## src/rtl/uart_tx_arbiter_if.sv

```systemverilog
// Requester-side bus of uart_tx_arbiter: pending-request levels, their bytes,
// and the grant/ack returned to the requesters.
interface uart_tx_arbiter_if #(
    parameter int NUM_REQ  = 4,
    parameter int DATA_LEN = 8
);
    logic [NUM_REQ-1:0]          req;
    logic [NUM_REQ*DATA_LEN-1:0] req_data;
    logic [NUM_REQ-1:0]          grant;
    logic [NUM_REQ-1:0]          ack;

    modport master (output req, output req_data, input grant, input ack);
    modport slave  (input req, input req_data, output grant, output ack);
endinterface

```

## src/rtl/uart_tx_arbiter.sv

```systemverilog
// Shares one uart_tx among NUM_REQ requesters: picks a winner, latches its byte,
// pulses send_sig and acks the owner. Define UART_ARB_FIXED_PRIO_EN for fixed priority.
module uart_tx_arbiter #(
    parameter int NUM_REQ  = 4,
    parameter int DATA_LEN = 8
) (
    input  logic                clk_i,
    input  logic                reset_i,
    uart_tx_arbiter_if.slave    bus,
    output logic                arb_busy_o,
    output logic                send_sig_o,
    output logic [DATA_LEN-1:0] data_o,
    input  logic                tx_busy_i,
    input  logic                tx_done_i
);
    localparam int PTR_W = (NUM_REQ > 1) ? $clog2(NUM_REQ) : 1;

    typedef enum logic [1:0] {
        IDLE      = 2'd0,
        WAIT_BUSY = 2'd1,
        WAIT_DONE = 2'd2,
        GAP       = 2'd3
    } state_e;

    state_e              state_q, state_d;
    logic [NUM_REQ-1:0]  grant_q, grant_d;
    logic [NUM_REQ-1:0]  ack_q, ack_d;
    logic                send_q, send_d;
    logic                arb_busy_q, arb_busy_d;
    logic [DATA_LEN-1:0] data_q, data_d;
    logic                win_found_s;
    logic [PTR_W-1:0]    win_idx_s;
    logic [DATA_LEN-1:0] win_data_s;
`ifndef UART_ARB_FIXED_PRIO_EN
    logic [PTR_W-1:0]    rr_ptr_q, rr_ptr_d;
    logic [PTR_W:0]      cand_sum_s;
    logic [PTR_W:0]      cand_s;
    logic                hit_s;
`endif

    // Winner selection among the pending requests
    always_comb begin
        win_found_s = 1'b0;
        win_idx_s   = {PTR_W{1'b0}};
`ifdef UART_ARB_FIXED_PRIO_EN
        // Scan downward so the lowest set index is the one left standing.
        for (int i = NUM_REQ - 1; i >= 0; i--) begin
            win_idx_s   = bus.req[i] ? PTR_W'(i) : win_idx_s;
            win_found_s = win_found_s | bus.req[i];
        end
`else
        cand_sum_s = {(PTR_W+1){1'b0}};
        cand_s     = {(PTR_W+1){1'b0}};
        hit_s      = 1'b0;
        // Search rr_ptr+1, rr_ptr+2, ... wrapping at NUM_REQ; first hit wins.
        for (int k = 1; k <= NUM_REQ; k++) begin
            cand_sum_s  = {1'b0, rr_ptr_q} + (PTR_W+1)'(k);
            cand_s      = (cand_sum_s >= (PTR_W+1)'(NUM_REQ)) ?
                          (cand_sum_s - (PTR_W+1)'(NUM_REQ)) : cand_sum_s;
            hit_s       = !win_found_s && bus.req[cand_s[PTR_W-1:0]];
            win_idx_s   = hit_s ? cand_s[PTR_W-1:0] : win_idx_s;
            win_found_s = win_found_s | hit_s;
        end
`endif
    end

    // Byte of the selected requester
    always_comb begin
        win_data_s = {DATA_LEN{1'b0}};
        for (int i = 0; i < NUM_REQ; i++) begin
            win_data_s = (win_idx_s == PTR_W'(i)) ? bus.req_data[i*DATA_LEN +: DATA_LEN] : win_data_s;
        end
    end

    // Next-state and registered-output logic of the transfer FSM
    always_comb begin
        state_d = state_q;
        grant_d = grant_q;
        ack_d   = {NUM_REQ{1'b0}};
        send_d  = 1'b0;
        data_d  = data_q;
`ifndef UART_ARB_FIXED_PRIO_EN
        rr_ptr_d = rr_ptr_q;
`endif
        case (state_q)
            IDLE: begin
                if (win_found_s) begin
                    grant_d = {{(NUM_REQ-1){1'b0}}, 1'b1} << win_idx_s;
                    data_d  = win_data_s;
                    send_d  = 1'b1;
                    state_d = WAIT_BUSY;
`ifndef UART_ARB_FIXED_PRIO_EN
                    rr_ptr_d = win_idx_s;
`endif
                end else begin
                    grant_d = {NUM_REQ{1'b0}};
                end
            end
            WAIT_BUSY: begin
                // A done seen before busy still completes the transfer.
                if (tx_done_i) begin
                    ack_d   = grant_q;
                    grant_d = {NUM_REQ{1'b0}};
                    state_d = GAP;
                end else if (tx_busy_i) begin
                    state_d = WAIT_DONE;
                end else begin
                    state_d = WAIT_BUSY;
                end
            end
            WAIT_DONE: begin
                if (tx_done_i) begin
                    ack_d   = grant_q;
                    grant_d = {NUM_REQ{1'b0}};
                    state_d = GAP;
                end else begin
                    state_d = WAIT_DONE;
                end
            end
            GAP: begin
                state_d = IDLE;
            end
            default: begin
                state_d = IDLE;
                grant_d = {NUM_REQ{1'b0}};
            end
        endcase
        arb_busy_d = (state_d != IDLE);
    end

    // State and output registers
    always_ff @(posedge clk_i) begin
        if (reset_i) begin
            state_q    <= IDLE;
            grant_q    <= {NUM_REQ{1'b0}};
            ack_q      <= {NUM_REQ{1'b0}};
            send_q     <= 1'b0;
            arb_busy_q <= 1'b0;
            data_q     <= {DATA_LEN{1'b0}};
`ifndef UART_ARB_FIXED_PRIO_EN
            rr_ptr_q   <= PTR_W'(NUM_REQ - 1);
`endif
        end else begin
            state_q    <= state_d;
            grant_q    <= grant_d;
            ack_q      <= ack_d;
            send_q     <= send_d;
            arb_busy_q <= arb_busy_d;
            data_q     <= data_d;
`ifndef UART_ARB_FIXED_PRIO_EN
            rr_ptr_q   <= rr_ptr_d;
`endif
        end
    end

    assign bus.grant  = grant_q;
    assign bus.ack    = ack_q;
    assign send_sig_o = send_q;
    assign arb_busy_o = arb_busy_q;
    assign data_o     = data_q;
endmodule
```

## src/flat_wrapper.sv

```systemverilog
// flat-port wrapper written by rule: the top's interface ports become plain ports
module uart_tx_arbiter_flat 
#(
    parameter int NUM_REQ  = 4,
    parameter int DATA_LEN = 8
)
  (clk_i, reset_i, arb_busy_o, send_sig_o, data_o, tx_busy_i, tx_done_i, bus_req, bus_req_data, bus_grant, bus_ack);
  uart_tx_arbiter_if #(.NUM_REQ(NUM_REQ), .DATA_LEN(DATA_LEN)) bus_i ();
  input  logic clk_i;
  input  logic reset_i;
  output logic arb_busy_o;
  output logic send_sig_o;
  output logic [DATA_LEN-1:0] data_o;
  input  logic tx_busy_i;
  input  logic tx_done_i;
  input wire logic [$bits(bus_i.req)-1:0] bus_req;
  input wire logic [$bits(bus_i.req_data)-1:0] bus_req_data;
  output wire logic [$bits(bus_i.grant)-1:0] bus_grant;
  output wire logic [$bits(bus_i.ack)-1:0] bus_ack;
  assign bus_i.req = bus_req;
  assign bus_i.req_data = bus_req_data;
  assign bus_grant = bus_i.grant;
  assign bus_ack = bus_i.ack;
  uart_tx_arbiter #(.NUM_REQ(NUM_REQ), .DATA_LEN(DATA_LEN)) u_core (.clk_i(clk_i), .reset_i(reset_i), .bus(bus_i), .arb_busy_o(arb_busy_o), .send_sig_o(send_sig_o), .data_o(data_o), .tx_busy_i(tx_busy_i), .tx_done_i(tx_done_i));
endmodule
```

## config.mk

```make
export PLATFORM = sky130hd
export DESIGN_NAME = uart_tx_arbiter_flat
export DESIGN_NICKNAME = d
export VERILOG_FILES = /design/src/rtl/uart_tx_arbiter_if.sv /design/src/rtl/uart_tx_arbiter.sv /design/src/flat_wrapper.sv
export SDC_FILE = /design/constraint.sdc
export NUM_CORES = 1
export LEC_CHECK = 0
export ABC_AREA = 1
export BUFFER_PORTS_ARGS = -buffer_cell sky130_fd_sc_hd__buf_2
export CORE_MARGIN = 4
export CORE_UTILIZATION = 45
export CTS_BUF_LIST = sky130_fd_sc_hd__clkbuf_4
export DETAILED_ROUTE_END_ITERATION = 8
export PLACE_DENSITY = 0.85
export SLEW_MARGIN = 25
export SYNTH_ARGS = -nofsm -noshare
export SYNTH_HDL_FRONTEND = slang
export SYNTH_SLANG_ARGS = --single-unit
```

## constraint.sdc

```tcl
create_clock -name clk_i -period 1.55 [get_ports clk_i]
set_input_delay 0.2325 -clock clk_i [delete_from_list [all_inputs] [get_ports clk_i]]
set_output_delay 0.2325 -clock clk_i [all_outputs]
set_load 0.02 [all_outputs]
```

==> flow_summary_export.csv <==
group,metric,value,unit
die,floorplan.core_area,3100,um^2
synth,ys_seq_area_share,29.7,%
timing,fin_worst_skew,0.00166,ns
clock_network,tritoncts.num_buffers,3,
finish,final.fill_count,280,
grt,grt_most_used_layer,"met2",
place,placement.setup.worst_slack,-0.309,ns
outcome,failed_checks,"setup timing",
die,die_y,65.4,um
die,std_cell_rows,20,
synth,synth_nets,259,
synth,synth_async_sr_flop_share,0,%
worst_setup_path,timing.critical_path.cells,"buf_6, nand2_2, nand2_2, nand2_2, nand2_4, nor2_4, nand4_2, nand2_4, buf_6, nor2_4, nand2_1, nand3_1, nor2_1, a21oi_1",
synth,ys_seq_elements,22,
pwr,p_total,5.75,mW
worst_setup_path,timing.critical_path.mode_cell,"sky130_fd_sc_hd__nand2_2",
run,cap_violations,0,
clock_network,clock_tree.htree_level_count,1,
timing,achievable-frequency,535,MHz
grt,use_met2,38.2,%
worst_setup_path,startpoint_type,"flip-flop",
grt,grt_residual_overflow,0,
pwr,intPower,2.72,mW
drt,vias,1689,
worst_setup_path,worstReg2RegStart,"u_core.rr_ptr_q[0]",
timing,timing.max_slew.rel_slack,73.3,%
grt,grt_antenna_before_repair,0,
synth,postSynth.topFlopCell,"sky130_fd_sc_hd__dfxtp_1",
pwr,clock_power_share,7.9,%
timing,max_slew.worst_pin.slew,0.400,ns
timing,finalHoldViolations,0,
worst_setup_path,critPathSlowestCell,"sky130_fd_sc_hd__dfxtp_4",
worst_setup_path,critical_path.endpoint_type,"flip-flop",
worst_setup_path,path_class,"reg2reg",
synth,synth-edff-count,0,
pwr,p_leak,1.05,nW
worst_setup_path,crit_required,1.77,ns
pwr,power_density,2750,nW/um^2
drt,detail_route.iter0.violations,90,
hold_path,hold_path.class,"in2reg",
timing,finalCriticalPeriod,1.87,ns
finish,n_antenna_cell,0,
drt,route.antenna.remaining_nets,0,
grt,use_met1,23.7,%
outcome,outcome,"complete, but fails checks",
place,dp_hpwl,2980,um
drt,drt_first_pass_iters,4,
grt,grtUsageMet3,4.44,%
clock_network,worst_setup_hold_path_clk_slew,0.13,ns
drt,detail_route.vias_per_cell,5.12,
worst_setup_path,critPathBufInv,2,
clock_network,ctsRootBufferMaster,"sky130_fd_sc_hd__clkbuf_4",
timing,postLayoutSetupSlackWorst,-0.320,ns
pwr,power.ir.vdd_worst,1.67,mV
clock_network,tritoncts_sinks,22,
place,buffer_ports.inserted,57,
timing,rsz0062_at_grt,"true",
synth,mappedNetlistArea,1480,um^2
finish,final_nets,330,
worst_setup_path,delay_of_the_slowest_cell_on_the_worst_path,0.40,ns
clock_network,cts-root-to-sink-buffers,2,
grt,track_usage,20.9,%
worst_setup_path,path_delay_family,"simple AND/OR/NAND/NOR gates",
pwr,power_switching,3.03,mW
die,design.die.area,4280,um^2
pwr,p_sw_share,52.7,%
clock_network,ctsHoldBuffers,0,
timing,drv_slew,0,
clock_network,cts_tree,"done",
grt,first_global_vias,1635,
timing,finalSetupViolCount,17,
pwr,power_frac_seq,15.7,%
synth,netlist-cell-type-count,29,
clock_network,clock_latency_of_the_later_clocked_register_in_the_worst_skew_pair,0.32,ns
die,overall_die_width,65.4,um
pwr,power_frac_comb,76.5,%
grt,global_route_wire_length_before_repair,6980,um
worst_setup_path,cp.arrival,2.09,ns
hold_path,min-delay-start,"bus_req_data[4]",
finish,drive_gt1_share,46.2,%
worst_setup_path,worstPathMaxFanout,6,
synth,synthesis.area_per_instance,6.86,um^2
place,gp_congestion,0.845,
grt,grt_start_max_net_pins,17,
timing,fin_crit_sh,121,%
drt,finalWirelength,4300,um
synth,synthesis.yosys.warnings,0,
worst_setup_path,worst_setup_path_startpoint,"u_core.rr_ptr_q[0]",
synth,post_synth_inst_count,216,
die,ios,58,
die,starting_density_of_the_core,47.8,%
drt,drcViolationCount,0,
drt,wl_per_cell,13.0,um
finish,syn2layout_area_growth,40.8,%
[metrics by stage]
step / cells / hold WS [ns] / utilization [%] / cell area, um^2 / TNS [ns]
2_1_floorplan: 216 / 0.434 / - / 1490 / -0.850
3_5_place_dp: 319 / 0.439 / 59.1 / 1830 / -3.16
5_1_grt: 330 / 0.235 / 67.3 / 2090 / -5.82
3_3_place_gp: 319 / 0.430 / 59.1 / 1830 / -2.19
6_report: 330 / 0.223 / 67.3 / 2090 / -3.87
4_1_cts: 329 / 0.220 / 65.9 / 2050 / -3.23
[layout by cell type, fill, tap and decap left out, types with 2 or more instances in the layout]
master	netlist	layout
sky130_fd_sc_hd__o21ai_1	0	2
sky130_fd_sc_hd__nand3_4	2	2
sky130_fd_sc_hd__a21oi_2	2	2
sky130_fd_sc_hd__nand4_1	7	7
sky130_fd_sc_hd__inv_8	1	2
sky130_fd_sc_hd__inv_1	26	22
sky130_fd_sc_hd__nand2_4	4	5
sky130_fd_sc_hd__nor2_1	13	12
sky130_fd_sc_hd__ha_1	3	3
sky130_fd_sc_hd__buf_4	2	7
sky130_fd_sc_hd__inv_2	3	6
sky130_fd_sc_hd__nand2_8	0	2
sky130_fd_sc_hd__nand2_2	11	16
sky130_fd_sc_hd__a21oi_1	14	14
sky130_fd_sc_hd__buf_2	0	57
sky130_fd_sc_hd__nand3_1	21	20
sky130_fd_sc_hd__o21ai_2	3	7
sky130_fd_sc_hd__dfxtp_1	22	20
sky130_fd_sc_hd__buf_6	3	8
sky130_fd_sc_hd__nand2_1	55	49
sky130_fd_sc_hd__clkbuf_4	0	3
sky130_fd_sc_hd__o21ai_0	8	2
sky130_fd_sc_hd__nor2_4	2	5
[cell usage after synthesis (2+ instances only)]
| cell type | number | area (um^2) |
|---|---|---|
| sky130_fd_sc_hd__nor2_2 | 2 | 12.5 |
| sky130_fd_sc_hd__nand2_4 | 4 | 45.0 |
| sky130_fd_sc_hd__nand3_4 | 2 | 35.0 |
| sky130_fd_sc_hd__buf_4 | 2 | 15.0 |
| sky130_fd_sc_hd__o31ai_1 | 2 | 15.0 |
| sky130_fd_sc_hd__nand4_1 | 7 | 43.8 |
| sky130_fd_sc_hd__clkbuf_1 | 3 | 11.3 |
| sky130_fd_sc_hd__o21ai_2 | 3 | 26.3 |
| sky130_fd_sc_hd__nand2_1 | 55 | 206 |
| sky130_fd_sc_hd__o21ai_0 | 8 | 40.0 |
| sky130_fd_sc_hd__nand3_1 | 21 | 105 |
| sky130_fd_sc_hd__nor2_4 | 2 | 22.5 |
| sky130_fd_sc_hd__ha_1 | 3 | 37.5 |
| sky130_fd_sc_hd__nor2_1 | 13 | 48.8 |
| sky130_fd_sc_hd__a21oi_2 | 2 | 17.5 |
| sky130_fd_sc_hd__buf_6 | 3 | 33.8 |
| sky130_fd_sc_hd__inv_2 | 3 | 11.3 |
| sky130_fd_sc_hd__a21oi_1 | 14 | 70.1 |
| sky130_fd_sc_hd__inv_1 | 26 | 97.6 |
| sky130_fd_sc_hd__dfxtp_1 | 22 | 440 |
| sky130_fd_sc_hd__nand2_2 | 11 | 68.8 |
[sequential cells by signal, summed over array words and instances (netlist names)]
name,flops
u_core.bus.ack,4
u_core.send_sig_o,1
u_core.state_q,2
u_core.data_o,8
u_core.arb_busy_o,1
u_core.bus.grant,4
u_core.rr_ptr_q,2
[final cells by class]
cell class,count,area [um^2],area share (%)
inverter,32,141,6.77
clock inverter,1,30.0,1.44
tap,44,55.1,2.64
multi-input combinational,156,966,46.3
clock buffer,3,22.5,1.08
sequential,22,445,21.3
timing repair buffer,72,428,20.5
[worst min-delay path: stages]
cell and delay (ns):
sky130_fd_sc_hd__buf_2 0.07, sky130_fd_sc_hd__nand2_1 0.05, sky130_fd_sc_hd__nand3_1 0.06, sky130_fd_sc_hd__nor2_1 0.04
sky130_fd_sc_hd__nor2_1 0.07
[routing by layer]
metal	vias to the layer above	wire, um
li1	840	-
met1	774	1650
met2	67	2310
met3	8	296
met4	0	41
met5	-	0
[final timing paths]
kind | endpoint | slack (ns) | depth (start not counted)
max reg2reg | u_core.data_o[3] | -0.32 | 14
min | u_core.data_o[4] | 0.22 | 5
min reg2reg | u_core.bus.ack[1] | 0.46 | 2
max | u_core.data_o[3] | -0.32 | 14
[power groups by stage]
| stage | registers [mW] | clock network [mW] | logic, mW |
|---|---|---|---|
| after CTS | 0.898 | 0.459 | 4.16 |
| after floorplan | 1.02 | 0 | 2.58 |
| final | 0.900 | 0.451 | 4.40 |
| after global placement | 0.898 | 0 | 3.32 |
| after global routing | 0.924 | 0.491 | 4.80 |
| after detailed placement | 0.904 | 0 | 3.41 |
[repair_timing]
item | CTS | global route
setup endpoints to repair | 17 | 18
gates resized for setup | 35 | 10
pin swaps | 7 | 6
cloned | 3 | 0
buffers inserted | 3 | 1
[kinds of logic after synthesis]
family | share of synthesized area [%]
and+or+nand+nor | 40.5
buffers and inverters | 13.8
AOI/OAI and AO/OA | 13.4
DFF | 29.7
adders and majority gates | 2.53
(Power assumes the default switching activity.)
